==> src/rtl/disp_pkg.sv <==
// Shared encodings for the disparity-to-colour display path: mapping modes,
// scheduler states and the frame pixel-count helper.
package disp_pkg;

  localparam logic [1:0] MODE_PSEUDO = 2'd0;
  localparam logic [1:0] MODE_GREY   = 2'd1;
  localparam logic [1:0] MODE_BLACK  = 2'd2;
  localparam logic [1:0] MODE_INV    = 2'd3;

  typedef enum logic [1:0] {
    IDLE  = 2'd0,
    RUN   = 2'd1,
    DRAIN = 2'd2
  } state_t;

  function automatic int unsigned pix_count(input int unsigned h_act,
                                            input int unsigned v_act);
    return h_act * v_act;
  endfunction

endpackage

==> src/rtl/hue_to_rgb.sv <==
// Combinational pseudo-colour ramp: red follows h, blue is its complement,
// green rises then falls across the range as a triangle.
module hue_to_rgb (
  input  logic [7:0] h,
  output logic [7:0] r,
  output logic [7:0] g,
  output logic [7:0] b
);

  assign r = h;
  assign g = h[7] ? ~{h[6:0], 1'b0} : {h[6:0], 1'b0};
  assign b = ~h;

endmodule

==> src/rtl/disp_color_sched.sv <==
// Frame scheduler for the shared disparity colour datapath: round-robin frame
// grant, gain with saturation, colour map, and a framed valid/ready output.
module disp_color_sched
  import disp_pkg::*;
#(
  parameter int unsigned H_ACT = 640,
  parameter int unsigned V_ACT = 480,
  parameter int unsigned CNT_W = 10
) (
  input  logic       clk,
  input  logic       rst,
  input  logic [1:0] req,
  output logic [1:0] gnt,
  input  logic       frame_start,
  input  logic [1:0] cfg_mode,
  input  logic [2:0] cfg_shift,
  input  logic       s0_valid,
  input  logic [7:0] s0_data,
  output logic       s0_ready,
  input  logic       s1_valid,
  input  logic [7:0] s1_data,
  output logic       s1_ready,
  output logic       m_valid,
  input  logic       m_ready,
  output logic [7:0] m_r,
  output logic [7:0] m_g,
  output logic [7:0] m_b,
  output logic       m_sof,
  output logic       m_eol,
  output logic       frame_done,
  output logic       frame_err
);

  localparam int unsigned DATA_W = 8;
  localparam int unsigned PIX    = pix_count(H_ACT, V_ACT);
  localparam int unsigned PIX_W  = $clog2(PIX + 1);
  localparam logic [PIX_W-1:0] PIX_ALL  = PIX_W'(PIX);
  localparam logic [PIX_W-1:0] PIX_LAST = PIX_W'(PIX - 1);
  localparam logic [CNT_W-1:0] X_LAST   = CNT_W'(H_ACT - 1);
  localparam logic [CNT_W-1:0] Y_LAST   = CNT_W'(V_ACT - 1);

  function automatic logic [DATA_W-1:0] sat_shl(input logic [DATA_W-1:0] d,
                                                input logic [2:0]        s);
    logic [DATA_W+6:0] w;
    w = {7'd0, d} << s;
    return (|w[DATA_W+6:DATA_W]) ? {DATA_W{1'b1}} : w[DATA_W-1:0];
  endfunction

  state_t             state_q, state_d;
  logic               last_q;
  logic [1:0]         mode_q;
  logic [2:0]         shift_q;
  logic [PIX_W-1:0]   in_cnt_q;
  logic [CNT_W-1:0]   x_q, y_q;

  logic               adv, adv1, rdy, sel, in_vld, acc;
  logic               out_hs, out_last, start_ok, win;
  logic [DATA_W-1:0]  in_data;

  logic               vld_p1;
  logic [DATA_W-1:0]  h_p1;

  logic [DATA_W-1:0]  hue_in, hue_r, hue_g, hue_b;
  logic [DATA_W-1:0]  map_r, map_g, map_b;

  assign sel     = gnt[1];
  assign in_vld  = sel ? s1_valid : s0_valid;
  assign in_data = sel ? s1_data  : s0_data;

  // A stage may load when the stage after it is empty or draining this cycle.
  assign adv      = m_ready | ~m_valid;
  assign adv1     = adv | ~vld_p1;
  assign rdy      = (state_q == RUN) && (in_cnt_q < PIX_ALL) && adv1;
  assign s0_ready = rdy & gnt[0];
  assign s1_ready = rdy & gnt[1];
  assign acc      = rdy & in_vld;

  assign out_hs   = m_valid & m_ready;
  assign out_last = out_hs && (x_q == X_LAST) && (y_q == Y_LAST);
  assign win      = req[~last_q] ? ~last_q : last_q;

  assign m_sof = m_valid && (x_q == '0) && (y_q == '0);
  assign m_eol = m_valid && (x_q == X_LAST);

  always_ff @(posedge clk or posedge rst) begin
    if (rst) state_q <= IDLE;
    else     state_q <= state_d;
  end

  always_comb begin
    state_d  = state_q;
    start_ok = 1'b0;
    case (state_q)
      IDLE: begin
        if (frame_start && (req != 2'b00)) begin
          state_d  = RUN;
          start_ok = 1'b1;
        end
      end
      RUN:     if (acc && (in_cnt_q == PIX_LAST)) state_d = DRAIN;
      DRAIN:   if (out_last) state_d = IDLE;
      default: state_d = IDLE;
    endcase
  end

  always_ff @(posedge clk or posedge rst) begin
    if (rst) begin
      gnt        <= 2'b00;
      last_q     <= 1'b1;
      mode_q     <= MODE_PSEUDO;
      shift_q    <= 3'd0;
      in_cnt_q   <= '0;
      x_q        <= '0;
      y_q        <= '0;
      frame_done <= 1'b0;
      frame_err  <= 1'b0;
    end else begin
      frame_done <= (state_q == DRAIN) && out_last;
      frame_err  <= frame_start && (state_q != IDLE);
      if (start_ok) begin
        gnt      <= win ? 2'b10 : 2'b01;
        mode_q   <= cfg_mode;
        shift_q  <= cfg_shift;
        in_cnt_q <= '0;
      end
      if (acc) in_cnt_q <= in_cnt_q + PIX_W'(1);
      if (out_hs) begin
        if (x_q == X_LAST) begin
          x_q <= '0;
          y_q <= (y_q == Y_LAST) ? '0 : y_q + CNT_W'(1);
        end else begin
          x_q <= x_q + CNT_W'(1);
        end
      end
      if ((state_q == DRAIN) && out_last) begin
        gnt      <= 2'b00;
        last_q   <= gnt[1];
        in_cnt_q <= '0;
        x_q      <= '0;
        y_q      <= '0;
      end
    end
  end

  // Stage 1: gain
  always_ff @(posedge clk or posedge rst) begin
    if (rst)       vld_p1 <= 1'b0;
    else if (adv1) vld_p1 <= acc;
  end

  always_ff @(posedge clk) begin
    if (adv1 && acc) h_p1 <= sat_shl(in_data, shift_q);
  end

  // Stage 2: colour map
  assign hue_in = (mode_q == MODE_INV) ? ~h_p1 : h_p1;

  hue_to_rgb u_hue (
    .h (hue_in),
    .r (hue_r),
    .g (hue_g),
    .b (hue_b)
  );

  always_comb begin
    map_r = hue_r;
    map_g = hue_g;
    map_b = hue_b;
    case (mode_q)
      MODE_GREY: begin
        map_r = h_p1;
        map_g = h_p1;
        map_b = h_p1;
      end
      MODE_BLACK: begin
        map_r = '0;
        map_g = '0;
        map_b = '0;
      end
      default: ;
    endcase
  end

  always_ff @(posedge clk or posedge rst) begin
    if (rst) begin
      m_valid <= 1'b0;
      m_r     <= '0;
      m_g     <= '0;
      m_b     <= '0;
    end else if (adv) begin
      m_valid <= vld_p1;
      if (vld_p1) begin
        m_r <= map_r;
        m_g <= map_g;
        m_b <= map_b;
      end
    end
  end

endmodule

==> config.mk <==
export PLATFORM = sky130hd
export DESIGN_NAME = disp_color_sched
export DESIGN_NICKNAME = d
export VERILOG_FILES = /design/src/rtl/disp_pkg.sv /design/src/rtl/hue_to_rgb.sv /design/src/rtl/disp_color_sched.sv
export SDC_FILE = /design/constraint.sdc
export NUM_CORES = 1
export LEC_CHECK = 0
export BUFFER_PORTS_ARGS = -buffer_cell sky130_fd_sc_hd__buf_4
export CAP_MARGIN = 0
export CORE_MARGIN = 3
export CORE_UTILIZATION = 27
export DETAILED_ROUTE_END_ITERATION = 8
export HOLD_SLACK_MARGIN = 0.02
export MAX_ROUTING_LAYER = met4
export PLACE_DENSITY = 0.4
export SLEW_MARGIN = 40
export SYNTH_ARGS = -nofsm -noshare
export SYNTH_HDL_FRONTEND = slang
export SYNTH_SLANG_ARGS = --single-unit
export TNS_END_PERCENT = 30
==> constraint.sdc <==
create_clock -name clk -period 6.1 [get_ports clk]
set_input_delay 0.305 -clock clk [delete_from_list [all_inputs] [get_ports clk]]
set_output_delay 0.305 -clock clk [all_outputs]
set_load 0.01 [all_outputs]
==> results.md, run 1 <==
- ANT cells: 0
- Yosys warnings: 0
- Area grow syn2layout: 19.6%
- Worst Path Required: 6.37 ns
- Crit path buf inv count: 1
- Sequential Area: 2170 µm²
- Slew Viols, Final: 0
- R2R Path End: in_cnt_q[17]
- GR Util All Layers: 0.130
- Reg2reg start: gnt[1]
- Fin worst setup slack: 3.43 ns
- CP endpoint kind: flop
- Hpwl dp: 8390 µm
- Gr ovfl total: 0
- Cells after Synth: 490
- Leak Pwr: 2.47 nW
- Proportion of layout cells with a drive suffix above 1: 0.205
- Post-synthesis instance area: 4830 µm²
- CP max stage delay: 0.81 ns
- Type of the worst setup path: flop to flop
- Seq/Total Area, Yosys: 0.449
- Worst clock skew: 0.00804 ns
- # resized after CTS: 0
- Multi-input logic area: 2460 µm²
- Latest clock arrival within the worst-skew pair: 0.35 ns
- Setup Slack @ Placement: 3.39 ns
- Crit path depth: 5
- Net count, final: 573
- CTS root buffer: clkbuf_16
- First-pass GRT wire length: 20000 µm
- Largest net degree at the start of global routing: 78
- Min cycle time layout: 2.67 ns
- Post-synth top area share: 0.393
- WL/cell: 15.1 µm
- Pint: 1.52 mW
- Filler Cell Count: 1823
- Post-DRT Antenna Nets: 0
- Post-synth EDFFs: 8
- Yosys top cell by area: dfrtp_1
- Yosys reg bits: 85
- GP Congestion: 0.817
- Die Ht: 140 µm
- Critical Path, Cell by Cell: mux2i_1, or2_1, inv_4, or3_4, a31oi_1
- CTS tree: yes
- Gate power share: 0.365
- Maximum fanout along the worst path: 37
- Max-cap viol count: 0
- Mean area per synthesized cell: 9.86 µm²
- Slew @ Worst Pin: 0.761 ns
- Clk sink count: 85
- Crit path to: in_cnt_q[17]
- RSZ-0062 raised after global routing: no
- Total number of vias: 3731
- Final design area excluding fillers: 5780 µm²
- Total CTS buffers: 9
- Port bufs: 61
- Peak supply drop: 0.159 mV
- Top Family by Delay on Critical Path: simple AND/OR/NAND/NOR gates
- Distinct cell type count after synthesis: 56
- Net Count, Synth: 526
- Rel. slew slack: 0.492
- Die Footprint: 19500 µm²
- Slowest-stage cell, CP: dfrtp_1
- Die X: 140 µm
- Clk slew on worst S/H paths: 0.06 ns
- Outcome: finished clean
- Clock group share of total power: 0.261
- Fin crit share: 0.438
- Setup-failing EPs final: 0
- FMAX: 0.374 GHz
- Final hold slack: 0.150 ns
- FF-to-FF path depth: 5
- Worst Hold Class: input port to async pin
- H-tree lvl count: 3
- Initial core utilization: 0.278
- Post-route DRC: 0
- Num rows: 48
- Final setup TNS: 0 ns
- Synth Flop Type: dfrtp_1
- Final Hold Vio Count: 0
- CP startpoint: gnt[1]
- CTS Buffer Depth: 2
- Via density: 4.86
- Top Ports: 62
- Cell Area, Placed: 5430 µm²
- Initial DRC Count: 280
- Top post-synthesis cells by area: dfrtp_1 (39%), nand2_1 (5.3%), edfxtp_1 (5.0%)
- # hold bufs at CTS: 0
- Power Density: 419 nW/µm²
- Net Switching: 897 µW
- Flop pwr share: 0.374
- Drt first pass iters: 4
- Post CTS Setup Buffer Count: 0
- Worst path arrival time: 2.94 ns
- Vias in the first global route: 3825
- Detailed Route WL: 11600 µm
- Async SR Flop Fraction: 0.906
- Switching Fraction: 0.371
- Startpoint Class: flop
- R2r setup slk: 3.43 ns
- Initial antenna violation count: 0
- Core area: 17400 µm²
-- cell families after synthesis --
family / synth area share
simple gates: 0.194
compound gates: 0.160
flops: 0.449
buf+inv: 0.0435
mux: 0.0870
xor+xnor: 0.0489
fa+ha+maj: 0.0181
-- routing by layer --
metal | track usage | vias to the layer above | routed length [µm] | share of wire
met5 | - | - | 0 | 0
met4 | 0.0291 | 0 | 108 | 0.0093
met3 | 0.0361 | 7 | 525 | 0.045
met2 | 0.180 | 78 | 4830 | 0.42
met1 | 0.188 | 1801 | 6140 | 0.53
li1 | - | 1845 | - | -
-- area by class of cell --
class | instances | share of cell area
flip-flops and latches | 85 | 0.375
multi-input cells | 366 | 0.426
repair buffers | 62 | 0.0816
clock buffers | 12 | 0.0463
well taps | 225 | 0.0487
clock inverters | 4 | 0.0134
inverters | 13 | 0.00887
-- cells in the mapped netlist (3+ instances only) --
master    number
dfrtp_1       76
nand2_1       68
nor2_1        41
o21ai_0       38
a21oi_1       28
nand3_1       18
mux2i_1       15
clkbuf_1      14
xor2_1        14
xnor2_1       13
a31oi_1       11
inv_1         11
and2_1         9
and3_1         9
mux4_2         9
nand4_1        9
edfxtp_1       8
nor3_1         8
ha_1           7
a31oi_4        6
buf_2          6
nor2b_1        6
buf_6          5
a41oi_1        4
and4_1         4
mux2_2         4
nand2b_1       4
nor4_1         4
or3_1          4
a211oi_1       3
a21o_1         3
a221oi_1       3
-- stage by stage --
step / power (mW) / cells / utilization
after CTS: 2.46 / 767 / 0.332
final: 2.42 / 767 / 0.332
after floorplan: 1.53 / 490 / -
after global routing: 2.62 / 767 / 0.332
after global placement: 1.81 / 751 / 0.311
after detailed placement: 1.81 / 751 / 0.312
-- worst register-to-register path: stages (launching register included) --
cell	delay, ns
dfrtp_1	0.81
mux2i_1	0.33
or2_1	0.40
inv_4	0.24
or3_4	0.61
a31oi_1	0.21
-- worst min path at each step --
stage          slack (ns)          from  cells after the start          to
2_1_floorplan        0.41   cfg_mode[0]                      2   mode_q[0]
3_3_place_gp         0.47        m_r[2]                      2      m_r[2]
3_5_place_dp         0.47        m_b[4]                      2      m_b[4]
4_1_cts              0.14  cfg_shift[1]                      3  shift_q[1]
5_1_grt              0.15  cfg_shift[1]                      3  shift_q[1]
6_report             0.15           rst                      3      x_q[8]
-- power groups by stage --
stage               Sequential, mW  Combinational [mW]  Clock, mW
finish                       0.905               0.883      0.632
global route                 0.935                1.01      0.681
CTS                          0.908               0.896      0.656
detailed placement           0.917               0.894          0
global placement             0.913               0.893          0
floorplan                    0.872               0.655          0
-- placed cells by master, fill, tap and decap left out, types with 3 or more instances in the layout --
cell / instances
or3_1: 4
a221oi_1: 3
nor3_1: 8
a31oi_1: 11
edfxtp_1: 8
inv_1: 10
mux4_2: 9
and3_1: 9
and2_1: 9
ha_1: 7
buf_4: 61
nor2b_1: 6
xor2_1: 14
a21oi_1: 28
nor4_1: 3
xnor2_1: 13
clkbuf_16: 10
nand2b_1: 4
nand3_1: 18
nand4_1: 9
a211oi_1: 3
a21o_1: 3
and4_1: 4
a41oi_1: 4
dfrtp_1: 76
o21ai_0: 38
mux2_2: 4
mux2i_1: 15
nand2_1: 67
a31oi_4: 6
nor2_1: 41
-- flip-flops by register name, indices dropped and copies added, names as in the netlist, 2 cells and up --
signal    flops
h_p1          8
shift_q       3
x_q          10
state_q       2
m_g           8
gnt           2
m_r           8
mode_q        2
in_cnt_q     19
y_q          10
m_b           8
(Power assumes the default switching activity.)
==> inputs of run 2 (changes only) <==
- PLACE_DENSITY: 0.4 -> 0.42
- clock period: 6.1 -> 2.2 ns (I/O delays scaled with it)
==> run 2 against run 1 <==
- critical endpoint is now h_p1[5]
- setup slack got worse by 3.3 ns
- clock skew about the same
- cell area increased by 4.3%
- sequential share of layout area decreased by 1.5 points
- routed wire length grew 2.2%
- non-clock buffer count up 30
- worst hold slack worse by 0.076 ns
- combinational power rose to 3.0 times the previous value
- die area stayed put
- maximum frequency rose by 29%
- clock power rose to 2.5 times the previous value
- first-iteration DRC count is 26% lower
==> results.md, run 2 (synthesized netlist as in run 1, its figures left out) <==
- Min cycle time layout: 2.08 ns (was 2.67 ns)
- Gate power share: 0.396 (was 0.365)
- Initial antenna violation count: 0 (unchanged)
- Die Footprint: 19500 µm² (unchanged)
- Flop pwr share: 0.368 (was 0.374)
- Post-route DRC: 0 (unchanged)
- Initial core utilization: 0.278 (unchanged)
- RSZ-0062 raised after global routing: no (unchanged)
- Top Ports: 62 (unchanged)
- Num rows: 48 (unchanged)
- Outcome: finished clean (unchanged)
- Hold path start: m_ready
- Peak supply drop: 0.411 mV (was 0.159 mV)
- Leak Pwr: 2.61 nW (was 2.47 nW)
- WHS Path Cells: 3
- Initial DRC Count: 208 (was 280)
- Multi-input logic area: 2490 µm² (was 2460 µm²)
- Worst Hold Class: input port to flop (was input port to async pin)
- Rel. slew slack: 0.622 (was 0.492)
- Slew Viols, Final: 0 (unchanged)
- Fin crit share: 0.944 (was 0.438)
- Commonest non-fill, non-tap cells in the layout: buf_4 (84), dfrtp_1 (74), nand2_1 (68), nor2_1 (41), o21ai_0 (38) (was dfrtp_1 (76), nand2_1 (67), buf_4 (61), nor2_1 (41), o21ai_0 (38))
- Worst Path Required: 2.25 ns (was 6.37 ns)
- Max reg flops: 19 (unchanged)
- Power Density: 1110 nW/µm² (was 419 nW/µm²)
- CTS root buffer: clkbuf_16 (unchanged)
- Total number of vias: 3820 (was 3731)
- CP endpoint kind: flop (unchanged)
- Drt first pass iters: 4 (unchanged)
- FF-to-FF path depth: 6 (was 5)
- Net Switching: 2.53 mW (was 897 µW)
- Placed cell count: 775 (was 751)
- ANT cells: 0 (unchanged)
- GR Util All Layers: 0.125 (was 0.130)
- GP Congestion: 0.817 (about the same)
- Latest clock arrival within the worst-skew pair: 0.35 ns (about the same)
- FMAX: 0.482 GHz (was 0.374 GHz)
- Type of the worst setup path: flop to flop (unchanged)
- CTS Buffer Depth: 2 (unchanged)
- Clk sink count: 85 (unchanged)
- Filler Cell Count: 1840 (was 1823)
- H-tree lvl count: 3 (unchanged)
- Sequential Area: 2170 µm² (about the same)
- Core area: 17400 µm² (unchanged)
- Pint: 4.18 mW (was 1.52 mW)
- Final setup TNS: 0 ns (unchanged)
- Commonest non-fill, non-tap cell in the layout: buf_4 (was dfrtp_1)
- Clk slew on worst S/H paths: 0.07 ns (was 0.06 ns)
- First-pass GRT wire length: 19200 µm (was 20000 µm)
- Biggest registers after layout: in_cnt_q x19, x_q x10, y_q x10 (unchanged)
- Vias in the first global route: 3653 (was 3825)
- Switching Fraction: 0.378 (was 0.371)
- WL/cell: 14.9 µm (was 15.1 µm)
- Die X: 140 µm (unchanged)
- Worst path arrival time: 2.13 ns (was 2.94 ns)
- Proportion of layout cells with a drive suffix above 1: 0.246 (was 0.205)
- Final Hold Vio Count: 0 (unchanged)
- Die Ht: 140 µm (unchanged)
- CP startpoint: in_cnt_q[17] (was gnt[1])
- Port bufs: 61 (unchanged)
- CTS tree: yes (unchanged)
- Setup-failing EPs final: 0 (unchanged)
- Reg2reg start: in_cnt_q[17] (was gnt[1])
- Post-DRT Antenna Nets: 0 (unchanged)
- Gr ovfl total: 0 (unchanged)
- Largest net degree at the start of global routing: 68 (was 78)
- Hpwl dp: 8600 µm (was 8390 µm)
- Area grow syn2layout: 24.8% (was 19.6%)
- Slew @ Worst Pin: 0.564 ns (was 0.761 ns)
- Maximum fanout along the worst path: 28 (was 37)
- Total CTS buffers: 9 (unchanged)
- Startpoint Class: flop (unchanged)
- Clock group share of total power: 0.236 (was 0.261)
- Final Non-Filler Cells: 798 (was 767)
- Via density: 4.79 (was 4.86)
- Worst clock skew: 0.00802 ns (was 0.00804 ns)
- Net count, final: 604 (was 573)
- Biggest register: in_cnt_q (unchanged)
- Detailed Route WL: 11900 µm (was 11600 µm)
- Max-cap viol count: 0 (unchanged)
-- run 2: cell types whose count changed in the layout (fill, tap and decap cells not counted), moves of 2 or more --
| cell | before | now |
|---|---|---|
| dfrtp_1 | 76 | 74 |
| dlygate4sd3_1 | 0 | 6 |
| bufinv_16 | 2 | 0 |
| dfrtp_2 | 0 | 2 |
| buf_4 | 61 | 84 |
| a31oi_1 | 11 | 9 |
| a31oi_2 | 0 | 2 |
-- run 2: final timing paths --
check | endpoint | slack (ns)
min | x_q[1] | 0.07
min in group asynchronous | x_q[2] | 0.25
min reg2reg | m_r[4] | 0.48
max | h_p1[5] | 0.12
max reg2reg | h_p1[5] | 0.12
max in group asynchronous | last_q | 1.25
-- run 2: worst max-delay path, stage by stage, from the launching register on --
cell       delay [ns]
dfrtp_1          0.46
a2111oi_4        0.36
o211ai_2         0.15
or2_1            0.31
inv_4            0.11
buf_8            0.19
buf_4            0.20
-- run 2: timing repair --
action / 4_1_cts / 5_1_grt
endpoints found under the hold margin: 15 / 0
hold buffers: 6 / 0
setup endpoints to repair: 0 / 33
setup buffers: 0 / 0
gates resized for setup: 0 / 10
-- run 2: power by group through the flow --
stage	logic, mW	clock network (mW)	registers [mW]
floorplan	1.82	0	2.42
global placement	2.63	0	2.49
detailed placement	2.65	0	2.51
CTS	2.67	1.65	2.48
global route	2.97	1.70	2.55
finish	2.66	1.58	2.47
-- run 2: area by class of cell --
type,instances,area share
clock buffers,12,0.0460
multi-input cells,367,0.412
inverters,13,0.00850
well taps,225,0.0467
clock inverters,4,0.00622
flip-flops and latches,85,0.360
repair buffers,92,0.120
-- run 2: per-stage QoR --
step	hold slack (ns)	cell area (µm²)	setup WS (ns)	total power, mW	utilization
5_1_grt	0.0795	6030	0.00692	7.22	0.346
6_report	0.0737	6030	0.124	6.71	0.346
3_3_place_gp	0.0632	5610	0.102	5.12	0.322
4_1_cts	0.0626	5990	0.0335	6.80	0.344
3_5_place_dp	0.0653	5610	0.0542	5.16	0.322
2_1_floorplan	0.215	4830	0.00326	4.23	-
-- run 2: metal layers --
metal  vias to the layer above  wire (µm)  GRT usage
met3                        14        498     0.0268
met2                        96       4940      0.168
met1                      1794       6200      0.184
met5                         -          0          -
met4                         0        221     0.0464
li1                       1916          -          -
==> inputs of run 3 (changes only) <==
- PLACE_DENSITY: 0.42 -> 0.52
==> run 3 against run 2 <==
- register-to-register slack lost 0.06 ns
- maximum frequency decreased by 2.7%
- setup slack got worse by 0.059 ns
- critical endpoint is now state_q[0]
- sequential power barely moved
- critical path type unchanged
==> results.md, run 3 (synthesized netlist as in run 1, its figures left out) <==
- Outcome: finished clean (unchanged)
- Slowest-stage cell, CP: dfrtp_2 (was dfrtp_1)
- Final Hold Vio Count: 0 (unchanged)
- Latest clock arrival within the worst-skew pair: 0.34 ns (was 0.35 ns)
- First-pass GRT wire length: 19900 µm (was 19200 µm)
- Fin util: 0.346 (about the same)
- Worst Hold Class: input port to flop (unchanged)
- Die X: 140 µm (unchanged)
- CTS tree: yes (unchanged)
- Peak supply drop: 0.499 mV (was 0.411 mV)
- Proportion of layout cells with a drive suffix above 1: 0.245 (was 0.246)
- Biggest registers after layout: in_cnt_q x19, x_q x10, y_q x10 (unchanged)
- Detailed Route WL: 11900 µm (about the same)
- CP max stage delay: 0.47 ns (was 0.46 ns)
- Final setup TNS: 0 ns (unchanged)
- WL/cell: 14.9 µm (about the same)
- Startpoint Class: flop (unchanged)
- Area grow syn2layout: 24.6% (was 24.8%)
- Hpwl dp: 8720 µm (was 8600 µm)
- Gr ovfl total: 0 (unchanged)
- GR Util All Layers: 0.126 (was 0.125)
- Clk slew on worst S/H paths: 0.07 ns (about the same)
- Net count, final: 603 (was 604)
- Via density: 4.91 (was 4.79)
- Filler Cell Count: 1801 (was 1840)
- Max reg flops: 19 (unchanged)
- Total CTS buffers: 9 (unchanged)
- RSZ-0062 raised after global routing: yes (was no)
- Crit path buf inv count: 1 (was 3)
- Power Density: 1110 nW/µm² (about the same)
- Worst path arrival time: 2.37 ns (was 2.13 ns)
- Worst clock skew: 0.00984 ns (was 0.00802 ns)
- ANT cells: 0 (unchanged)
- Biggest register: in_cnt_q (unchanged)
- Vias in the first global route: 3821 (was 3653)
- Clk sink count: 85 (unchanged)
- Top Family by Delay on Critical Path: compound AO/OA/AOI/OAI gates (unchanged)
- Post-route DRC: 0 (unchanged)
- Num rows: 48 (unchanged)
- Die Ht: 140 µm (unchanged)
- Type of the worst setup path: flop to flop (unchanged)
- Port bufs: 61 (unchanged)
- Initial antenna violation count: 0 (unchanged)
- CP endpoint kind: flop (unchanged)
- Post CTS Setup Buffer Count: 0 (unchanged)
- FMAX: 0.468 GHz (was 0.482 GHz)
- Core area: 17400 µm² (unchanged)
- Maximum fanout along the worst path: 7 (was 28)
- Min cycle time layout: 2.13 ns (was 2.08 ns)
- CTS Buffer Depth: 2 (unchanged)
- CTS root buffer: clkbuf_16 (unchanged)
- Leak Pwr: 2.60 nW (was 2.61 nW)
- Top Ports: 62 (unchanged)
- Slew @ Worst Pin: 0.642 ns (was 0.564 ns)
- H-tree lvl count: 3 (unchanged)
- Critical Path, Cell by Cell: a2111oi_4, o211ai_2, or2_1, buf_4, or3_1, a21o_1 (was a2111oi_4, o211ai_2, or2_1, inv_4, buf_8, buf_4)
- Initial DRC Count: 239 (was 208)
- Max-cap viol count: 0 (unchanged)
- Worst Path Required: 2.43 ns (was 2.25 ns)
- Drt first pass iters: 5 (was 4)
- Slew Viols, Final: 0 (unchanged)
- Commonest non-fill, non-tap cell in the layout: buf_4 (unchanged)
- Rel. slew slack: 0.570 (was 0.622)
- Setup-failing EPs final: 0 (unchanged)
- GP Congestion: 0.842 (was 0.817)
- Commonest non-fill, non-tap cells in the layout: buf_4 (82), dfrtp_1 (73), nand2_1 (68), nor2_1 (41), o21ai_0 (38) (was buf_4 (84), dfrtp_1 (74), nand2_1 (68), nor2_1 (41), o21ai_0 (38))
- Die Footprint: 19500 µm² (unchanged)
- Total number of vias: 3913 (was 3820)
- Post-DRT Antenna Nets: 0 (unchanged)
- Fin crit share: 0.970 (was 0.944)
- Initial core utilization: 0.278 (unchanged)
- Largest net degree at the start of global routing: 41 (was 68)
-- run 3: worst reg2reg max path, cell delays in order (launching register included) --
cell and delay, ns:
dfrtp_2 0.47, a2111oi_4 0.36, o211ai_2 0.14, or2_1 0.28, buf_4 0.19, or3_1 0.40
a21o_1 0.19
-- run 3: area by class of cell --
type	instances	area, µm²	share of cell area
repair buffers	91	727	0.121
clock buffers	9	225	0.0374
inverters	13	51.3	0.00852
clock inverters	7	72.6	0.0121
multi-input cells	367	2490	0.414
well taps	225	282	0.0468
flip-flops and latches	85	2170	0.361
-- run 3: worst paths after layout --
path,start,end,slack [ns],depth (start not counted)
setup / recovery,in_cnt_q[17],state_q[0],0.07,6
hold / removal,m_ready,x_q[1],0.08,3
setup reg to reg,in_cnt_q[17],state_q[0],0.07,6
hold reg to reg,m_r[6],m_r[6],0.48,2
max in group asynchronous,rst,shift_q[2],1.06,4
min in group asynchronous,rst,m_b[7],0.40,3
-- run 3: report_power, final --
| group | leakage, nW | internal, mW | switching [mW] | total [mW] |
|---|---|---|---|---|
| Clock | 0.151 | 0.887 | 0.664 | 1.55 |
| Sequential | 1.06 | 2.03 | 0.448 | 2.48 |
| Combinational | 1.39 | 1.24 | 1.44 | 2.68 |
-- run 3: routing by layer --
metal  wire (µm)  track usage  vias to the layer above
li1            -            -                     1909
met1        5940        0.183                     1895
met2        5260        0.181                       98
met3         535       0.0247                       11
met4         132       0.0306                        0
met5           0            -                        -
-- run 3: timing repair --
action | 4_1_cts | 5_1_grt
endpoints found under the hold margin | 28 | 0
resized for setup | 0 | 9
endpoints found under the setup margin | 0 | 19
hold buffers | 6 | 0
-- run 3: metrics by stage --
step | hold slack, ns | cell area, µm² | worst slack, ns | power (mW) | instances
after floorplan | 0.215 | 4830 | 0.00326 | 4.23 | 490
after global placement | 0.219 | 5620 | 0.147 | 5.10 | 774
after detailed placement | 0.234 | 5620 | 0.0857 | 5.15 | 774
after CTS | 0.0709 | 5980 | 0.0561 | 6.74 | 796
after global routing | 0.0825 | 6020 | -0.0147 | 7.19 | 797
final | 0.0787 | 6020 | 0.0652 | 6.70 | 797
